<file path="src/rtl/imm_encoder.sv">
// LEGv8 immediate encoder: range-checks a signed byte offset, packs an LDUR/STUR/CBZ word, and queues it in a FIFO.
// Optional re-extension self-check is enabled by defining IMM_ENCODER_SELFCHECK_EN.
module imm_encoder #(
    parameter int DEPTH = 4,
    parameter int CNT_W = 16
) (
    input  logic             clk,
    input  logic             reset,
    input  logic             in_valid,
    output logic             in_ready,
    input  logic [1:0]       in_kind,
    input  logic [4:0]       in_rt,
    input  logic [4:0]       in_rn,
    input  logic [63:0]      in_offset,
    output logic             out_valid,
    input  logic             out_ready,
    output logic [31:0]      out_instr,
    output logic             out_err,
    output logic [CNT_W-1:0] err_count,
    output logic             check_fail
);

    localparam int AW = $clog2(DEPTH);
    localparam logic [AW:0] FULL_CNT = (AW + 1)'(DEPTH);

    localparam logic [1:0] KIND_LDUR = 2'b00;
    localparam logic [1:0] KIND_STUR = 2'b01;
    localparam logic [1:0] KIND_CBZ  = 2'b10;

    localparam logic [10:0] OP_LDUR = 11'b111_1100_0010;
    localparam logic [10:0] OP_STUR = 11'b111_1100_0000;
    localparam logic [7:0]  OP_CBZ  = 8'b1011_0100;

    logic        ldur_ok;
    logic        cbz_ok;
    logic        enc_err;
    logic [31:0] enc_word;

    always_comb begin
        ldur_ok  = (in_offset[63:8] == {56{in_offset[8]}});
        cbz_ok   = (in_offset[1:0] == 2'b00) && (in_offset[63:20] == {44{in_offset[20]}});
        enc_err  = 1'b1;
        enc_word = '0;
        case (in_kind)
            KIND_LDUR: begin
                enc_err  = !ldur_ok;
                enc_word = {OP_LDUR, in_offset[8:0], 2'b00, in_rn, in_rt};
            end
            KIND_STUR: begin
                enc_err  = !ldur_ok;
                enc_word = {OP_STUR, in_offset[8:0], 2'b00, in_rn, in_rt};
            end
            KIND_CBZ: begin
                enc_err  = !cbz_ok;
                enc_word = {OP_CBZ, in_offset[20:2], in_rt};
            end
            default: begin
                enc_err  = 1'b1;
                enc_word = '0;
            end
        endcase
        if (enc_err) begin
            enc_word = '0;
        end
    end

    // Handshake: a transfer happens on a rising edge where valid && ready are both high.
    // in_ready = !full, out_valid = !empty; no bypass, so a full FIFO refuses a push even while popping.
    logic [32:0]      mem_q [DEPTH];
    logic [AW-1:0]    wr_ptr_q, wr_ptr_d;
    logic [AW-1:0]    rd_ptr_q, rd_ptr_d;
    logic [AW:0]      count_q, count_d;
    logic [CNT_W-1:0] err_count_q, err_count_d;
    logic             push;
    logic             pop;
    logic [32:0]      head;

    assign in_ready  = (count_q != FULL_CNT);
    assign out_valid = (count_q != '0);
    assign push      = in_valid && in_ready;
    assign pop       = out_valid && out_ready;
    assign head      = mem_q[rd_ptr_q];
    assign out_instr = out_valid ? head[31:0] : 32'h0000_0000;
    assign out_err   = out_valid && head[32];
    assign err_count = err_count_q;

    always_comb begin
        wr_ptr_d    = push ? wr_ptr_q + 1'b1 : wr_ptr_q;
        rd_ptr_d    = pop ? rd_ptr_q + 1'b1 : rd_ptr_q;
        count_d     = count_q;
        err_count_d = err_count_q;
        case ({push, pop})
            2'b10:   count_d = count_q + 1'b1;
            2'b01:   count_d = count_q - 1'b1;
            default: count_d = count_q;
        endcase
        if (push && enc_err && (err_count_q != {CNT_W{1'b1}})) begin
            err_count_d = err_count_q + 1'b1;
        end
    end

    always_ff @(posedge clk) begin
        if (reset) begin
            wr_ptr_q    <= '0;
            rd_ptr_q    <= '0;
            count_q     <= '0;
            err_count_q <= '0;
        end else begin
            wr_ptr_q    <= wr_ptr_d;
            rd_ptr_q    <= rd_ptr_d;
            count_q     <= count_d;
            err_count_q <= err_count_d;
        end
    end

    // Storage needs no reset: occupancy alone decides what is visible.
    always_ff @(posedge clk) begin
        if (push && !reset) begin
            mem_q[wr_ptr_q] <= {enc_err, enc_word};
        end
    end

`ifdef IMM_ENCODER_SELFCHECK_EN
    logic [63:0] dec_off;
    logic        mismatch_d;
    logic        mismatch_q;
    logic        sticky_q;

    // Re-extend exactly as the datapath would: CB-type word-scaled imm19, D-type imm9.
    always_comb begin
        dec_off = '0;
        if (enc_word[31:24] == OP_CBZ) begin
            dec_off = {{43{enc_word[23]}}, enc_word[23:5], 2'b00};
        end else begin
            dec_off = {{55{enc_word[20]}}, enc_word[20:12]};
        end
        mismatch_d = push && !enc_err && (dec_off != in_offset);
    end

    always_ff @(posedge clk) begin
        if (reset) begin
            mismatch_q <= 1'b0;
            sticky_q   <= 1'b0;
        end else begin
            mismatch_q <= mismatch_d;
            if (mismatch_d) begin
                sticky_q <= 1'b1;
            end
        end
    end

    assign check_fail = mismatch_q;

    always_ff @(posedge clk) begin
        if (mismatch_q && !reset) begin
            $error("imm_encoder: re-extended offset differs from accepted offset (sticky=%0b)", sticky_q);
        end
    end
`else
    assign check_fail = 1'b0;
`endif

endmodule

</file>
<file path="config.mk">
export PLATFORM = sky130hd
export DESIGN_NAME = imm_encoder
export DESIGN_NICKNAME = d
export VERILOG_FILES = /design/src/rtl/imm_encoder.sv
export SDC_FILE = /design/constraint.sdc
export NUM_CORES = 1
export LEC_CHECK = 0
export ABC_AREA = 0
export CORE_MARGIN = 3
export CORE_UTILIZATION = 34
export DETAILED_ROUTE_END_ITERATION = 10
export PLACE_DENSITY_LB_ADDON = 0.2
export SLEW_MARGIN = 20
export SYNTH_ARGS = -nofsm -noshare
export SYNTH_HDL_FRONTEND = slang
export SYNTH_SLANG_ARGS = --single-unit
</file>
<file path="constraint.sdc">
create_clock -name clk -period 4.04 [get_ports clk]
set_clock_uncertainty 0.1 [all_clocks]
set_input_delay 1.01 -clock clk [delete_from_list [all_inputs] [get_ports clk]]
set_output_delay 1.01 -clock clk [all_outputs]
set_load 0.03 [all_outputs]
</file>
==> results of run 1 <==
## worst max-delay path, cell delays in order, from the launching register on
cell and delay [ps]:
dfxtp_2 320, buf_4 280, mux4_2 580, and2_1 200, clkdlybuf4s50_1 600
## state kept, by name, summed over array words and instances (netlist names), named ones only
| signal | count |
|---|---|
| wr_ptr_q | 2 |
| rd_ptr_q | 2 |
| count_q | 3 |
| err_count | 16 |
| mem_q | 112 |
## cells by family (layout without fill, tap and decap cells)
| group | after synthesis | after routing | synth area share |
|---|---|---|---|
| simple gates | 161 | 161 | 0.162 |
| flops | 137 | 137 | 0.616 |
| compound gates | 47 | 47 | 0.0554 |
| buf+inv | 38 | 182 | 0.0347 |
| mux | 32 | 32 | 0.110 |
| fa+ha+maj | 7 | 7 | 0.0151 |
| xor+xnor | 5 | 5 | 0.00698 |
| other cells | 1 | 3 | 0.000597 |
## stage by stage
stage | power [uW] | hold WS [ps] | utilization | setup slack [ps]
5_1_grt | 5170 | 412 | 0.468 | 414
6_report | 4930 | 392 | 0.468 | 525
3_3_place_gp | 3360 | 379 | 0.434 | 252
2_1_floorplan | 2700 | 367 | - | 768
3_5_place_dp | 3380 | 386 | 0.434 | 153
4_1_cts | 5010 | 395 | 0.468 | 460
## path summary, 6_finish.rpt
kind / startpoint / to / slack [ps] / depth (start not counted)
setup / recovery: flop / out_instr[29] / 530 / 4
hold / removal: wr_ptr_q[1] / wr_ptr_q[1] / 390 / 2
setup reg to reg: count_q[0] / count_q[2] / 1500 / 8
hold reg to reg: wr_ptr_q[1] / wr_ptr_q[1] / 390 / 2
## cell type report
cell class,instances,area share
well taps,229,0.0340
inverters,7,0.00311
repair buffers,143,0.170
clock inverters,14,0.0233
flip-flops and latches,137,0.458
clock buffers,18,0.0509
multi-input cells,255,0.261
## per-layer routing
metal | share of wire | wire (um) | vias up
met5 | 0 | 0 | -
met3 | 0.050 | 737 | 19
met2 | 0.51 | 7460 | 125
met4 | 0.014 | 208 | 0
li1 | - | - | 1965
met1 | 0.43 | 6310 | 2074
## synth_stat cells (3+ instances only)
cell type and count:
or3_1 4, nand3_1 14, clkbuf_1 14, o21ai_0 3
a22o_1 14, a21oi_1 10, buf_1 4, nor4_1 11
mux4_2 28, mux2_4 4, or4_1 14, nor2_1 13
o31ai_1 12, and3_1 7, nor3_1 4, and2_1 39
xor2_1 3, nand4_1 14, nand2_1 9, buf_4 7
nor4_2 3, edfxtp_1 112, a21oi_2 5, and4_1 11
dfxtp_1 25, ha_1 6, nor2b_1 10, inv_1 6
## report_power, final
group / internal [uW] / switching, uW
Combinational: 770 / 906
Clock: 1040 / 580
Sequential: 1600 / 34.7
==> impl_metrics.yaml, run 1 <==
global_route:
  antenna_found_initial: 0
  grt_use_met2: 0.253
  grt_first_pass_wirelength_mm: 22.8
  grtUsageMet3: 0.0425
  top_usage_layer: "met2"
  grt_usage: 0.151
  grt_start_max_net_pins: 41
  grt_pass1_vias: 4229
  grt.overflow.total: 0
  use_met1: 0.185
sta:
  timing.slew.headroom: 0.629
  rsz0062_at_grt: "no"
  timing.final.crit_share: 0.870
  maxSlewViolCount: 0
  timing.fmax_mhz: 285
  period_minus_slack_ps: 3510
  setup_violations: 0
  report.final.hold_viol_count: 0
  tns_ps: 0
  max_slew.worst_pin.slew_ps: 556
status:
  outcome: "finished clean"
route:
  wirelength_mm: 14.7
  drtIter0Drc: 202
  wl_per_cell_um: 18.3
  ant_nets: 0
  routed_via_density: 5.21
  drc: 0
  firstDrtPassIters: 4
  vias: 4183
floorplanning:
  dieArea_um2: 20100
  coreArea_um2: 18000
  die_h_um: 142
  start_util: 0.348
  ios: 132
  rows: 49
  die_x_um: 142
pwr:
  leakage_uw: 0.00287
  vdd.ir_drop.worst_v: 0.000419
  power_density_nw_per_um2: 584
finish:
  final_nets: 648
  stdcell_count: 803
  drive_gt1_frac: 0.155
  num-fill-cells: 1625
  areaGrowthSynthToFinish_pct: 34.4
  final_common_cell: "clkdlybuf4s50_1"
  multi_input_area_um2: 2200
  antenna_cells: 0
  layout_common_cells: "128 x clkdlybuf4s50_1, 112 x edfxtp_1, 39 x and2_1"
  final_area_um2: 8440
  seq_area_um2: 3860
clocking:
  cts.sinks: 137
  path_clk_slew_ps: 60
  ctsHoldBuffers: 0
  clk_path_buf_depth: 2
  cts-root-buf: "clkbuf_16"
  post_cts_buffers: 0
  cts_tree: "done"
  clk_latency_ps: 420
  cts_buffers: 17
  cts-resized-gates: 0
  htree_num_levels: 4
synthesis:
  netlist.area_leader.share: 0.536
  synth_flop_cell: "edfxtp_1"
  async_flop_share: 0
  yosysUniqueCellTypes: 46
  synthTopCellsByArea: "edfxtp_1 54%, mux4_2 10%, dfxtp_1 8.0%"
  netlist_area_um2: 6280
  synth-edff-count: 112
  avgSynthCellArea_um2: 14.7
  synth_largest_area_cell: "edfxtp_1"
  syn_inst: 428
  synth_seq_cells: 137
  synth_warnings: 0
  seq_area_frac_synth: 0.616
worst_setup_path:
  criticalPathCategory: "flop to output port"
  arrival_ps: 2400
  end_kind: "output port"
  start_kind: "flop"
  cp_max_fo: 13
  cp.required_ps: 2930
placed_design:
  placed_cell_area_um2: 7810
  dp_hpwl_mm: 9.96
  gp_congestion: 0.743
  numPortBuffers: 128
  place_inst: 771
run:
  cap_violations: 0
worst_hold_path:
  hold_class: "flop to flop"
No activity file was read; power rests on OpenSTA's default activity.
==> inputs of run 2 (changes only) <==
clock period = 3.93 ns   (was 4.04 ns; I/O delays follow)
==> run 2 against run 1 <==
Cell area about the same. Register-to-register slack worse by 170 ps. Setup slack got worse by 250 ps. Final cell count shrank 0.12%. Sequential power grew 4%. Non-clock buffer count is the same. Via count is 0.88% lower. Die area is the same. Critical path depth is the same. Core utilization hardly changed. Clock power rose by 3%. Highest routed layer unchanged.
==> impl_metrics.yaml, run 2 (synthesis gave the netlist of run 1 again) <==
status:
  outcome: "finished clean"
floorplanning:
  die_h_um: 142
  dieArea_um2: 20100
  die_x_um: 142
  rows: 49
  coreArea_um2: 18000
  start_util: 0.348
  ios: 132
worst_setup_path:
  rr_endpoint: "count_q[2]"
  setup.worst_path.end: "out_instr[30]"
  crit_slowest_cell: "clkdlybuf4s50_1"
  r2r_cells: 8
  cp.required_ps: 2850
  criticalPathCategory: "flop to output port"
  end_kind: "output port"
  arrival_ps: 2570
  r2r_slack_ps: 1330
  cp_max_fo: 19
  start_kind: "flop"
  cpPeakStageDelay_ps: 600
  r2r-start: "count_q[0]"
  path_cells: "buf_12, mux4_2, and2_1, clkdlybuf4s50_1"
finish:
  areaGrowthSynthToFinish_pct: 34.4
  largest_reg_flops: 112
  antenna_cells: 0
  stdcell_count: 802
  largest-register: "mem_q"
  drive_gt1_frac: 0.157
  final_nets: 648
  final_common_cell: "clkdlybuf4s50_1"
  layout_common_cells: "128 x clkdlybuf4s50_1, 112 x edfxtp_1, 39 x and2_1"
route:
  drc: 0
  firstDrtPassIters: 7
  routed_via_density: 5.17
  wl_per_cell_um: 18.5
  wirelength_mm: 14.8
  ant_nets: 0
  vias: 4146
  drtIter0Drc: 199
sta:
  rsz0062_at_grt: "no"
  max_slew.worst_pin.slew_ps: 616
  period_minus_slack_ps: 3650
  tns_ps: 0
  timing.final.crit_share: 0.930
  report.final.hold_viol_count: 0
  timing.slew.headroom: 0.590
  maxSlewViolCount: 0
  timing.fmax_mhz: 274
  setup_violations: 0
pwr:
  pwr-share-comb: 0.335
  leakage_uw: 0.00286
  seqPwrFrac: 0.337
  swShare: 0.310
  pwr-share-clk: 0.329
  finalPower_uw: 5090
  power_density_nw_per_um2: 604
  vdd.ir_drop.worst_v: 0.000351
  internal_power_uw: 3510
  power_switching_uw: 1580
clocking:
  cts.sinks: 137
  clk_latency_ps: 420
  htree_num_levels: 4
  cts_buffers: 17
  clk_path_buf_depth: 2
  post_cts_buffers: 0
  cts-root-buf: "clkbuf_16"
  ctsHoldBuffers: 0
  cts_tree: "done"
  path_clk_slew_ps: 60
  cts-resized-gates: 0
placed_design:
  place_inst: 771
  dp_hpwl_mm: 10.1
  numPortBuffers: 128
  gp_congestion: 0.757
global_route:
  grt_pass1_vias: 4349
  grt_first_pass_wirelength_mm: 23.3
  grt_usage: 0.151
  grt_start_max_net_pins: 37
  antenna_found_initial: 0
  grt.overflow.total: 0
worst_hold_path:
  hold_class: "flop to flop"
run:
  cap_violations: 0
-- run 2: changes by cell type in the layout (fill, tap and decap cells not counted), sizes merged --
cell      delta
clkinvlp     +2
inv          +1
clkinv       -4
-- run 2: through the flow --
step / utilization / hold slack, ps / area [um2] / setup WS [ps]
6_report: 0.468 / 394 / 8440 / 276
2_1_floorplan: - / 367 / 6280 / 686
4_1_cts: 0.468 / 402 / 8440 / 202
5_1_grt: 0.468 / 439 / 8440 / 120
3_3_place_gp: 0.434 / 380 / 7810 / 158
3_5_place_dp: 0.434 / 389 / 7810 / 121
-- run 2: per-layer routing --
metal | wire, um | share of wire | up-vias | track usage
li1 | - | - | 1966 | -
met1 | 6340 | 0.43 | 2062 | 0.187
met2 | 7560 | 0.51 | 100 | 0.260
met3 | 683 | 0.046 | 18 | 0.0374
met4 | 227 | 0.015 | 0 | 0.0515
met5 | 0 | 0 | - | 0
-- run 2: how the worst min path moves through the flow --
stage	cells past startpoint	startpoint	to
finish	2	wr_ptr_q[1]	wr_ptr_q[1]
detailed placement	2	err_count[15]	err_count[15]
floorplan	2	count_q[2]	count_q[2]
global placement	2	wr_ptr_q[1]	wr_ptr_q[1]
CTS	2	err_count[15]	err_count[15]
global route	2	wr_ptr_q[1]	wr_ptr_q[1]
-- run 2: cell type report --
cell class | instances | area, um2
Multi-Input combinational cell | 255 | 2200
Inverter | 7 | 26.3
Sequential cell | 137 | 3860
Clock inverter | 13 | 195
Clock buffer | 18 | 429
Timing Repair Buffer | 143 | 1430
Fill cell | 1612 | 9590
Tap cell | 229 | 287
-- run 2: worst max-delay path, delay by kind of cell (launching register included) --
family	cells	cell delay, ps
AND/OR/NAND/NOR	1	200
flip-flops	1	580
buffers and inverters	2	860
multiplexers	1	510
-- run 2: power groups by stage --
| stage | Combinational (uW) | Clock [uW] | Sequential, uW |
|---|---|---|---|
| floorplan | 1060 | 0 | 1710 |
| global placement | 1730 | 0 | 1740 |
| detailed placement | 1740 | 0 | 1750 |
| CTS | 1740 | 1700 | 1720 |
| global route | 1820 | 1760 | 1730 |
| finish | 1700 | 1670 | 1710 |
==> inputs of run 3 (changes only) <==
CTS_CLUSTER_DIAMETER = 40   (was not set)
==> results of run 3 <==
Final layout, timing and power as in run 2 (identical DEF).
